### src/rtl/wishbone_ram_arbiter.sv
// Round-robin two-master Wishbone classic arbiter for the SRAM/ROM mux port.
// Define ARB_TIMEOUT_EN to add the watchdog that completes unacked transfers.
module wishbone_ram_arbiter #(
  parameter int unsigned TIMEOUT_CYCLES = 255,
  parameter logic [31:0] TIMEOUT_DATA   = 32'hDEAD_BEEF
) (
  input  logic        wb_clk_i,
  input  logic        wb_rst_i,
  input  logic        wbs_m0_cyc_i,
  input  logic        wbs_m0_stb_i,
  input  logic        wbs_m0_we_i,
  input  logic [3:0]  wbs_m0_sel_i,
  input  logic [31:0] wbs_m0_adr_i,
  input  logic [31:0] wbs_m0_dat_i,
  output logic        wbs_m0_ack_o,
  output logic [31:0] wbs_m0_dat_o,
  input  logic        wbs_m1_cyc_i,
  input  logic        wbs_m1_stb_i,
  input  logic        wbs_m1_we_i,
  input  logic [3:0]  wbs_m1_sel_i,
  input  logic [31:0] wbs_m1_adr_i,
  input  logic [31:0] wbs_m1_dat_i,
  output logic        wbs_m1_ack_o,
  output logic [31:0] wbs_m1_dat_o,
  output logic        wbs_dfp_cyc_o,
  output logic        wbs_dfp_stb_o,
  output logic        wbs_dfp_we_o,
  output logic [3:0]  wbs_dfp_sel_o,
  output logic [31:0] wbs_dfp_adr_o,
  output logic [31:0] wbs_dfp_dat_o,
  input  logic        wbs_dfp_ack_i,
  input  logic [31:0] wbs_dfp_dat_i,
  output logic [1:0]  arb_grant_o,
  output logic        arb_timeout_o
);

  typedef enum logic [1:0] {
    S_IDLE = 2'd0,
    S_GNT0 = 2'd1,
    S_GNT1 = 2'd2
`ifdef ARB_TIMEOUT_EN
    , S_TOUT = 2'd3
`endif
  } state_t;

  state_t r_state;
  state_t w_next;
  logic   r_last;
  logic   w_set_last;
  logic   w_last_val;
  logic   w_req0;
  logic   w_req1;

  assign w_req0 = wbs_m0_cyc_i & wbs_m0_stb_i;
  assign w_req1 = wbs_m1_cyc_i & wbs_m1_stb_i;

`ifdef ARB_TIMEOUT_EN
  localparam int CW = $clog2(TIMEOUT_CYCLES + 1);
  localparam logic [CW-1:0] LIM = CW'(TIMEOUT_CYCLES - 1);

  logic [CW-1:0] r_cnt;
  logic          r_owner;
  logic          w_expire;

  assign w_expire = (r_cnt == LIM) & ~wbs_dfp_ack_i;

  always_ff @(posedge wb_clk_i) begin
    if (wb_rst_i) begin
      r_cnt   <= '0;
      r_owner <= 1'b0;
    end else begin
      if (r_state == S_IDLE) begin
        r_cnt   <= '0;
        r_owner <= (w_next == S_GNT1);
      end else if (r_state != S_TOUT && !wbs_dfp_ack_i) begin
        r_cnt <= r_cnt + 1'b1;
      end
    end
  end
`else
  logic w_unused;
  assign w_unused = ^TIMEOUT_DATA ^ (TIMEOUT_CYCLES < 2);
`endif

  always_ff @(posedge wb_clk_i) begin
    if (wb_rst_i) begin
      r_state <= S_IDLE;
      r_last  <= 1'b1;
    end else begin
      r_state <= w_next;
      if (w_set_last) r_last <= w_last_val;
    end
  end

  always_comb begin
    w_next        = r_state;
    w_set_last    = 1'b0;
    w_last_val    = r_last;
    wbs_dfp_cyc_o = 1'b0;
    wbs_dfp_stb_o = 1'b0;
    wbs_dfp_we_o  = 1'b0;
    wbs_dfp_sel_o = '0;
    wbs_dfp_adr_o = '0;
    wbs_dfp_dat_o = '0;
    wbs_m0_ack_o  = 1'b0;
    wbs_m0_dat_o  = '0;
    wbs_m1_ack_o  = 1'b0;
    wbs_m1_dat_o  = '0;
    arb_grant_o   = 2'b00;
    arb_timeout_o = 1'b0;
    unique case (r_state)
      S_IDLE: begin
        // On a tie, the master that did not go last wins
        if (w_req0 && w_req1) w_next = r_last ? S_GNT0 : S_GNT1;
        else if (w_req0)      w_next = S_GNT0;
        else if (w_req1)      w_next = S_GNT1;
      end
      S_GNT0: begin
        arb_grant_o   = 2'b01;
        wbs_dfp_cyc_o = wbs_m0_cyc_i;
        wbs_dfp_stb_o = wbs_m0_stb_i;
        wbs_dfp_we_o  = wbs_m0_we_i;
        wbs_dfp_sel_o = wbs_m0_sel_i;
        wbs_dfp_adr_o = wbs_m0_adr_i;
        wbs_dfp_dat_o = wbs_m0_dat_i;
        wbs_m0_ack_o  = wbs_dfp_ack_i;
        wbs_m0_dat_o  = wbs_dfp_dat_i;
        if (!wbs_m0_cyc_i) begin
          w_next = S_IDLE;
        end else if (wbs_dfp_ack_i && wbs_m0_stb_i) begin
          w_next     = S_IDLE;
          w_set_last = 1'b1;
          w_last_val = 1'b0;
        end
`ifdef ARB_TIMEOUT_EN
        else if (w_expire) w_next = S_TOUT;
`endif
      end
      S_GNT1: begin
        arb_grant_o   = 2'b10;
        wbs_dfp_cyc_o = wbs_m1_cyc_i;
        wbs_dfp_stb_o = wbs_m1_stb_i;
        wbs_dfp_we_o  = wbs_m1_we_i;
        wbs_dfp_sel_o = wbs_m1_sel_i;
        wbs_dfp_adr_o = wbs_m1_adr_i;
        wbs_dfp_dat_o = wbs_m1_dat_i;
        wbs_m1_ack_o  = wbs_dfp_ack_i;
        wbs_m1_dat_o  = wbs_dfp_dat_i;
        if (!wbs_m1_cyc_i) begin
          w_next = S_IDLE;
        end else if (wbs_dfp_ack_i && wbs_m1_stb_i) begin
          w_next     = S_IDLE;
          w_set_last = 1'b1;
          w_last_val = 1'b1;
        end
`ifdef ARB_TIMEOUT_EN
        else if (w_expire) w_next = S_TOUT;
`endif
      end
`ifdef ARB_TIMEOUT_EN
      S_TOUT: begin
        arb_grant_o   = r_owner ? 2'b10 : 2'b01;
        arb_timeout_o = 1'b1;
        wbs_m0_ack_o  = ~r_owner;
        wbs_m1_ack_o  = r_owner;
        wbs_m0_dat_o  = r_owner ? 32'h0 : TIMEOUT_DATA;
        wbs_m1_dat_o  = r_owner ? TIMEOUT_DATA : 32'h0;
        w_next        = S_IDLE;
        w_set_last    = 1'b1;
        w_last_val    = r_owner;
      end
`endif
      default: w_next = S_IDLE;
    endcase
  end

endmodule

### config.mk
export PLATFORM = sky130hd
export DESIGN_NAME = wishbone_ram_arbiter
export DESIGN_NICKNAME = d
export VERILOG_FILES = /design/src/rtl/wishbone_ram_arbiter.sv
export SDC_FILE = /design/constraint.sdc
export NUM_CORES = 1
export LEC_CHECK = 0
export CORE_AREA = 2 2 123 125
export DETAILED_ROUTE_END_ITERATION = 8
export DIE_AREA = 0 0 125 127
export PLACE_DENSITY_LB_ADDON = 0.05
export SLEW_MARGIN = 20
export SYNTH_ARGS = -nofsm -noshare
export SYNTH_HDL_FRONTEND = slang
export SYNTH_SLANG_ARGS = --single-unit
### constraint.sdc
create_clock -name wb_clk_i -period 1.49 [get_ports wb_clk_i]
set_input_delay 0.298 -clock wb_clk_i [delete_from_list [all_inputs] [get_ports wb_clk_i]]
set_output_delay 0.298 -clock wb_clk_i [all_outputs]
set_load 0.05 [all_outputs]
==> run summary, run 1 <==
Syn_nets - 452
Post-synthesis average cell area - 6.60 µm²
Failing checks - setup timing
Die height - 127 µm
Most Crowded Layer GR - met2
Clock Skews - 0.00394 ns
Max Clock Freq - 523 MHz
Hold crit path type - register to register
Pre-CTS setup slack - -0.194 ns
Final setup vio count - 141
Most used cell along the critical path - buf_12
Area grow syn2layout - 394%
CTS hold repair buffers - 0
Switch Pwr - 2.92 mW
Met2 GRT Util - 35.6%
Final weighted congestion in routability-driven placement - 0.758
Critical path class - register to output port
Core footprint - 14400 µm²
Port Buf Inserts - 315
Max stage delay on crit path - 0.32 ns
Total of max-cap violations - 0
Lkg Pwr - 3.19 nW
Power Density - 800 nW/µm²
Fillcell total - 1165
Final nets - 810
Largest area contributor in the netlist - a22oi_1
Seq/Total Area, Yosys - 3.36%
Sw Ratio - 41.3%
Skew-Pair Late Insertion Delay - 0.22 ns
GRT met3 Usage - 4.23%
DRC Markers - 0
TritonCTS clock tree - yes
Wire length per cell - 20.2 µm
Routing usage on met1 - 19.5%
Critical path, cell by cell - buf_6 -> ha_4 -> buf_12 -> buf_16 -> a22oi_2 -> nor2b_4 -> buf_12
Synth Cell Area - 1790 µm²
Vias in the first global route - 3632
Crit Path Max Fanout - 7
Final core utilization - 61.3%
Total track usage - 17.8%
DR vias/cell - 4.29
Final worst slack - -0.422 ns
RSZ-0062 raised after global routing - yes
Arr. time, crit path - 1.61 ns
Ports - 317
Setup TNS - -49.26 ns
First-pass GRT wire length - 22200 µm
Period minus WS final - 1.91 ns
Initial core utilization - 12.4%
Tcrit/Tclk final - 128%
Yosys top cell area share - 29.4%
WL final - 16400 µm
Synth Instances - 271
Placed cells - 762
Non-filler cells in the finished layout - 813
Main area contributors after synthesis - a22oi_1, nor2b_1, and2_1
Slowest cell on the critical path - dfxtp_2
Root buffer cell - clkbuf_16
Comb pwr share - 92.5%
CP Launch Type - register
Proportion of layout cells with a drive suffix above 1 - 68.8%
Int Power - 4.15 mW
Largest net degree at the start of global routing - 37
Clock Power Share - 6.0%
Post-DRT Antenna Nets - 0
FF+latch count, synth - 3
Total congestion overflow - 0
Final Slew Violations - 0
H-tree Lvls - 1
Chip width - 125 µm
Full die area - 15900 µm²
Num CTS Buffers - 3
Worst Path Required - 1.19 ns
Rows - 44
Seq pwr share - 1.4%
Number of DRC markers in iteration 0 - 60
DP Wirelength - 11700 µm
Crit. End Element - output port
DR pass1 iterations - 4
Outcome - finished with violations
Clk slew on worst S/H paths - 0.03 ns
Synth Warn # - 0
Library cells used by synthesis - 24
CTS Buffer Depth - 2
VDD IR max - 0.506 mV
Initial antenna violation count - 1
Fin. Hold Viols - 0
Num Clock Sinks - 3
Total number of vias - 3491
layout by cell type (no fill, tap or decap), types with 2 or more instances in the layout:
cell type,n
a21oi_2,2
inv_2,2
bufbuf_16,2
mux2i_1,2
and2_4,66
nor2b_4,70
clkbuf_16,13
buf_8,5
buf_12,158
nand2b_1,2
a22oi_2,70
buf_16,7
buf_4,11
ha_4,3
clkdlybuf4s50_1,176
buf_6,17
dfxtp_2,2
nor2_1,2
nand2_1,3
state kept, by name, summed over array words and instances, names as in the netlist:
name,count
r_last,1
r_state,2
cells by family (layout without fill, tap and decap cells):
kind of cell               Yosys count  in the layout  synth area share [%]
buffers and inverters               35            392                  9.10
other                                1              2                 0.210
muxes                                2              2                  1.12
adders and majority gates            4              4                  2.80
and+or+nand+nor                    148            148                  51.0
DFF                                  3              3                  3.36
AOI/OAI and AO/OA                   78             78                  32.4
layout make-up:
cell class                      count  area (µm²)  area share, %
Timing Repair Buffer              386        5780           65.4
Multi-Input combinational cell    233        2680           30.3
Tap cell                          184         230           2.60
Clock buffer                        4        78.8          0.892
Sequential cell                     3        62.6          0.708
Inverter                            2        7.51         0.0849
Antenna cell                        1        2.50         0.0283
worst max-delay path: cells and delay by family (launching register included):
kind | cells | cell delay [ns]
compound gates | 1 | 0.23
fa+ha+maj | 1 | 0.21
buf+inv | 4 | 0.54
flops | 1 | 0.32
simple gates | 1 | 0.07
through the flow:
stage | cell area, µm² | total power [mW] | hold slack (ns)
2_1_floorplan | 2810 | 3.14 | 0.397
4_1_cts | 8290 | 6.64 | 0.482
6_report | 8840 | 7.07 | 0.522
5_1_grt | 8840 | 7.34 | 0.573
3_3_place_gp | 7560 | 5.34 | 0.475
3_5_place_dp | 7560 | 5.38 | 0.476
cell usage after synthesis:
cell       number
nor2_1          2
a311o_1         1
dfxtp_1         3
mux2i_1         2
conb_1          1
a211oi_1        1
nand2_1         4
a21oi_1         2
nor2b_1        71
buf_6           2
ha_1            4
buf_2           7
nand2_2         1
o2111ai_1       1
nand3_1         1
a22oi_1        70
a21boi_0        1
nand4b_1        1
inv_1           2
clkbuf_1       22
and2_1         66
o21ai_0         2
buf_4           2
nand2b_1        2
routing by layer:
layer  vias to the layer above  part of all wire [%]  wire, µm
met5                         -                     0         0
met4                         0                  0.54        89
met3                         6                   6.1      1010
met2                       163                    57      9290
met1                      1659                    37      6010
li1                       1663                     -         -
power by group through the flow:
stage | logic [mW] | clock network, mW | registers, mW
CTS | 6.10 | 0.434 | 0.101
detailed placement | 5.28 | 0 | 0.100
floorplan | 3.04 | 0 | 0.102
finish | 6.54 | 0.425 | 0.101
global route | 6.79 | 0.443 | 0.103
global placement | 5.24 | 0 | 0.0999
what timing repair did:
item / in CTS / in global routing
pin swaps: 14 / 15
gates cloned: 10 / 15
setup endpoints to repair: 140 / 141
resized for setup: 51 / 37
setup buffers: 10 / 12
final timing paths:
check                                start           endpoint  cells past startpoint  slack [ns]
worst min register to register      r_last             r_last                      2        0.52
worst min-delay path                r_last             r_last                      2        0.52
worst max register to register  r_state[0]         r_state[0]                      8       -0.20
worst max-delay path            r_state[1]  wbs_dfp_dat_o[14]                      7       -0.42
Power figures use the tool's default switching activity.
==> run 2, diff against run 1 <==
--- a/config.mk
+++ b/config.mk
@@ -5,9 +5,10 @@
 export SDC_FILE = /design/constraint.sdc
 export NUM_CORES = 1
 export LEC_CHECK = 0
-export CORE_AREA = 2 2 123 125
+export CELL_PAD_IN_SITES_DETAIL_PLACEMENT = 1
+export CELL_PAD_IN_SITES_GLOBAL_PLACEMENT = 2
+export CORE_UTILIZATION = 10
 export DETAILED_ROUTE_END_ITERATION = 8
-export DIE_AREA = 0 0 125 127
 export PLACE_DENSITY_LB_ADDON = 0.05
 export SLEW_MARGIN = 20
 export SYNTH_ARGS = -nofsm -noshare
==> run 2 against run 1 <==
Against the previous run:
- the run still ends with setup timing left
- sequential share of layout area hardly changed
- clock skew down 0.0022 ns
- register-to-register slack better by 0.07 ns
- largest cell class unchanged
==> run summary, run 2 (synthesis gave the netlist of run 1 again) <==
Core footprint - 17400 µm² (+20%)
Setup TNS - -44.22 ns (+5.04 ns)
Num Clock Sinks - 3 (unchanged)
Period minus WS final - 1.89 ns (-0.0270 ns)
Proportion of layout cells with a drive suffix above 1 - 67.1% (-1.6 points)
Final Slew Violations - 0 (unchanged)
Clk slew on worst S/H paths - 0.03 ns (about the same)
R2R Path Start - r_state[0]
DR pass1 iterations - 4 (unchanged)
Clock Skews - 0.00171 ns (-0.00224 ns)
Max reg flops - 2 (unchanged)
Initial antenna violation count - 0 (-1)
Outcome - finished with violations
Top reg by flops - r_state
Total track usage - 16.4% (-1.4 points)
Power Total - 6.99 mW (-1.2%)
Total of max-cap violations - 0 (unchanged)
Largest net degree at the start of global routing - 20 (-46%)
Fillcell total - 1736 (+49%)
Commonest non-fill, non-tap cell in the layout - clkdlybuf4s50_1
Seq. cell area - 65.1 µm² (+4.0%)
Vias in the first global route - 3755 (+3.4%)
Final Instance Area - 8740 µm² (-1.1%)
VDD IR max - 0.414 mV (-18%)
Commonest cells after routing, fill and taps aside - clkdlybuf4s50_1, buf_12, nor2b_4
Rows - 48 (+9.1%)
Final worst slack - -0.395 ns (+0.0270 ns)
Tcrit/Tclk final - 127% (-1.8 points)
Die height - 136 µm (+6.9%)
CTS Buffer Depth - 2 (unchanged)
Full die area - 18400 µm² (+16%)
H-tree Lvls - 1 (unchanged)
DR vias/cell - 4.13 (-3.9%)
Chip width - 136 µm (+8.6%)
Failing checks - setup timing
Port Buf Inserts - 315 (unchanged)
First-pass GRT wire length - 22900 µm (+3.3%)
Total congestion overflow - 0 (unchanged)
DRC Markers - 0 (unchanged)
Wire length per cell - 19.1 µm (-5.1%)
Fin. Hold Viols - 0 (unchanged)
TritonCTS clock tree - yes
Worst Path Required - 1.19 ns (about the same)
RSZ-0062 raised after global routing - yes
Max Clock Freq - 530 MHz (+1.4%)
Skew-Pair Late Insertion Delay - 0.23 ns (about the same)
Critical path class - register to output port
Crit. End Element - output port
Antenna diodes - 0 (-1)
Non-filler cells in the finished layout - 858 (+5.5%)
Dpl cell area - 7840 µm² (+3.7%)
Area grow syn2layout - 389%
CP Launch Type - register
Placed cells - 822 (+7.9%)
CTS hold repair buffers - 0 (unchanged)
Crit Path Max Fanout - 9 (+2)
Final core utilization - 50.4% (-11 points)
Crit path from - r_state[1]
Final weighted congestion in routability-driven placement - 0.765 (+0.92%)
WHS - 0.491 ns (-0.0308 ns)
Multi-input logic area - 2620 µm² (-2.2%)
Worst hold start - r_last
Root buffer cell - clkbuf_16
Total number of vias - 3541 (+1.4%)
Final nets - 815 (+0.62%)
Biggest regs - r_state: 2 flops, r_last: 1 flops
Lkg Pwr - 3.16 nW (-0.80%)
Num CTS Buffers - 3 (unchanged)
Hold crit path type - register to register
WL final - 16400 µm (+0.12%)
Initial core utilization - 10.3% (-2.1 points)
Number of DRC markers in iteration 0 - 48 (-20%)
Post-DRT Antenna Nets - 0 (unchanged)
Final setup vio count - 141 (unchanged)
Power Density - 799 nW/µm² (about the same)
Pre-CTS setup slack - -0.304 ns (-0.110 ns)
Arr. time, crit path - 1.59 ns (-0.02 ns)
DP Wirelength - 12900 µm (+10%)
Ports - 317 (unchanged)
## run 2: cell count changes in the layout (fill, tap and decap cells not counted), moves of 2 or more
cell / previous run / this run
a21oi_2: 2 / 0
buf_8: 5 / 3
buf_6: 17 / 8
a21oi_1: 0 / 2
buf_16: 7 / 5
buf_4: 11 / 31
a22oi_1: 0 / 11
a22oi_2: 70 / 59
## run 2: worst max-delay path: stages, from the launching register on
cell	delay, ns
dfxtp_4	0.37
inv_4	0.05
ha_4	0.30
buf_12	0.17
clkbuf_16	0.16
nor2b_4	0.15
buf_12	0.14
## run 2: routing by layer
layer  track usage [%]  routed length [µm]  vias up
li1                  -                   -     1670
met1              17.9                5980     1718
met2              32.9                9310      150
met3              3.25                1090        3
met4              1.12                  38        0
met5                 0                   0        -
## run 2: final timing paths
kind                            to  slack (ns)  cells after the start
setup / recovery  wbs_dfp_dat_o[1]       -0.40                      6
hold / removal              r_last        0.49                      2
setup reg to reg        r_state[1]       -0.13                      7
hold reg to reg             r_last        0.49                      2
## run 2: power breakdown
group	total, mW	switching (mW)	internal, mW
logic	6.44	2.81	3.64
clock network	0.436	0.0821	0.354
registers	0.108	0.0147	0.0937
## run 2: final cells by class
type / count / share of cell area (%)
Timing Repair Buffer: 391 / 65.1
Sequential cell: 3 / 0.744
Inverter: 2 / 0.114
Clock buffer: 4 / 0.902
Tap cell: 225 / 3.22
Multi-Input combinational cell: 233 / 29.9
## run 2: timing repair
item | 4_1_cts | 5_1_grt
resized for setup | 48 | 17
buffers inserted | 11 | 4
hold endpoints to repair | 0 | 0
endpoints found under the setup margin | 141 | 142
cloned | 5 | 12
pin swaps | 23 | 7
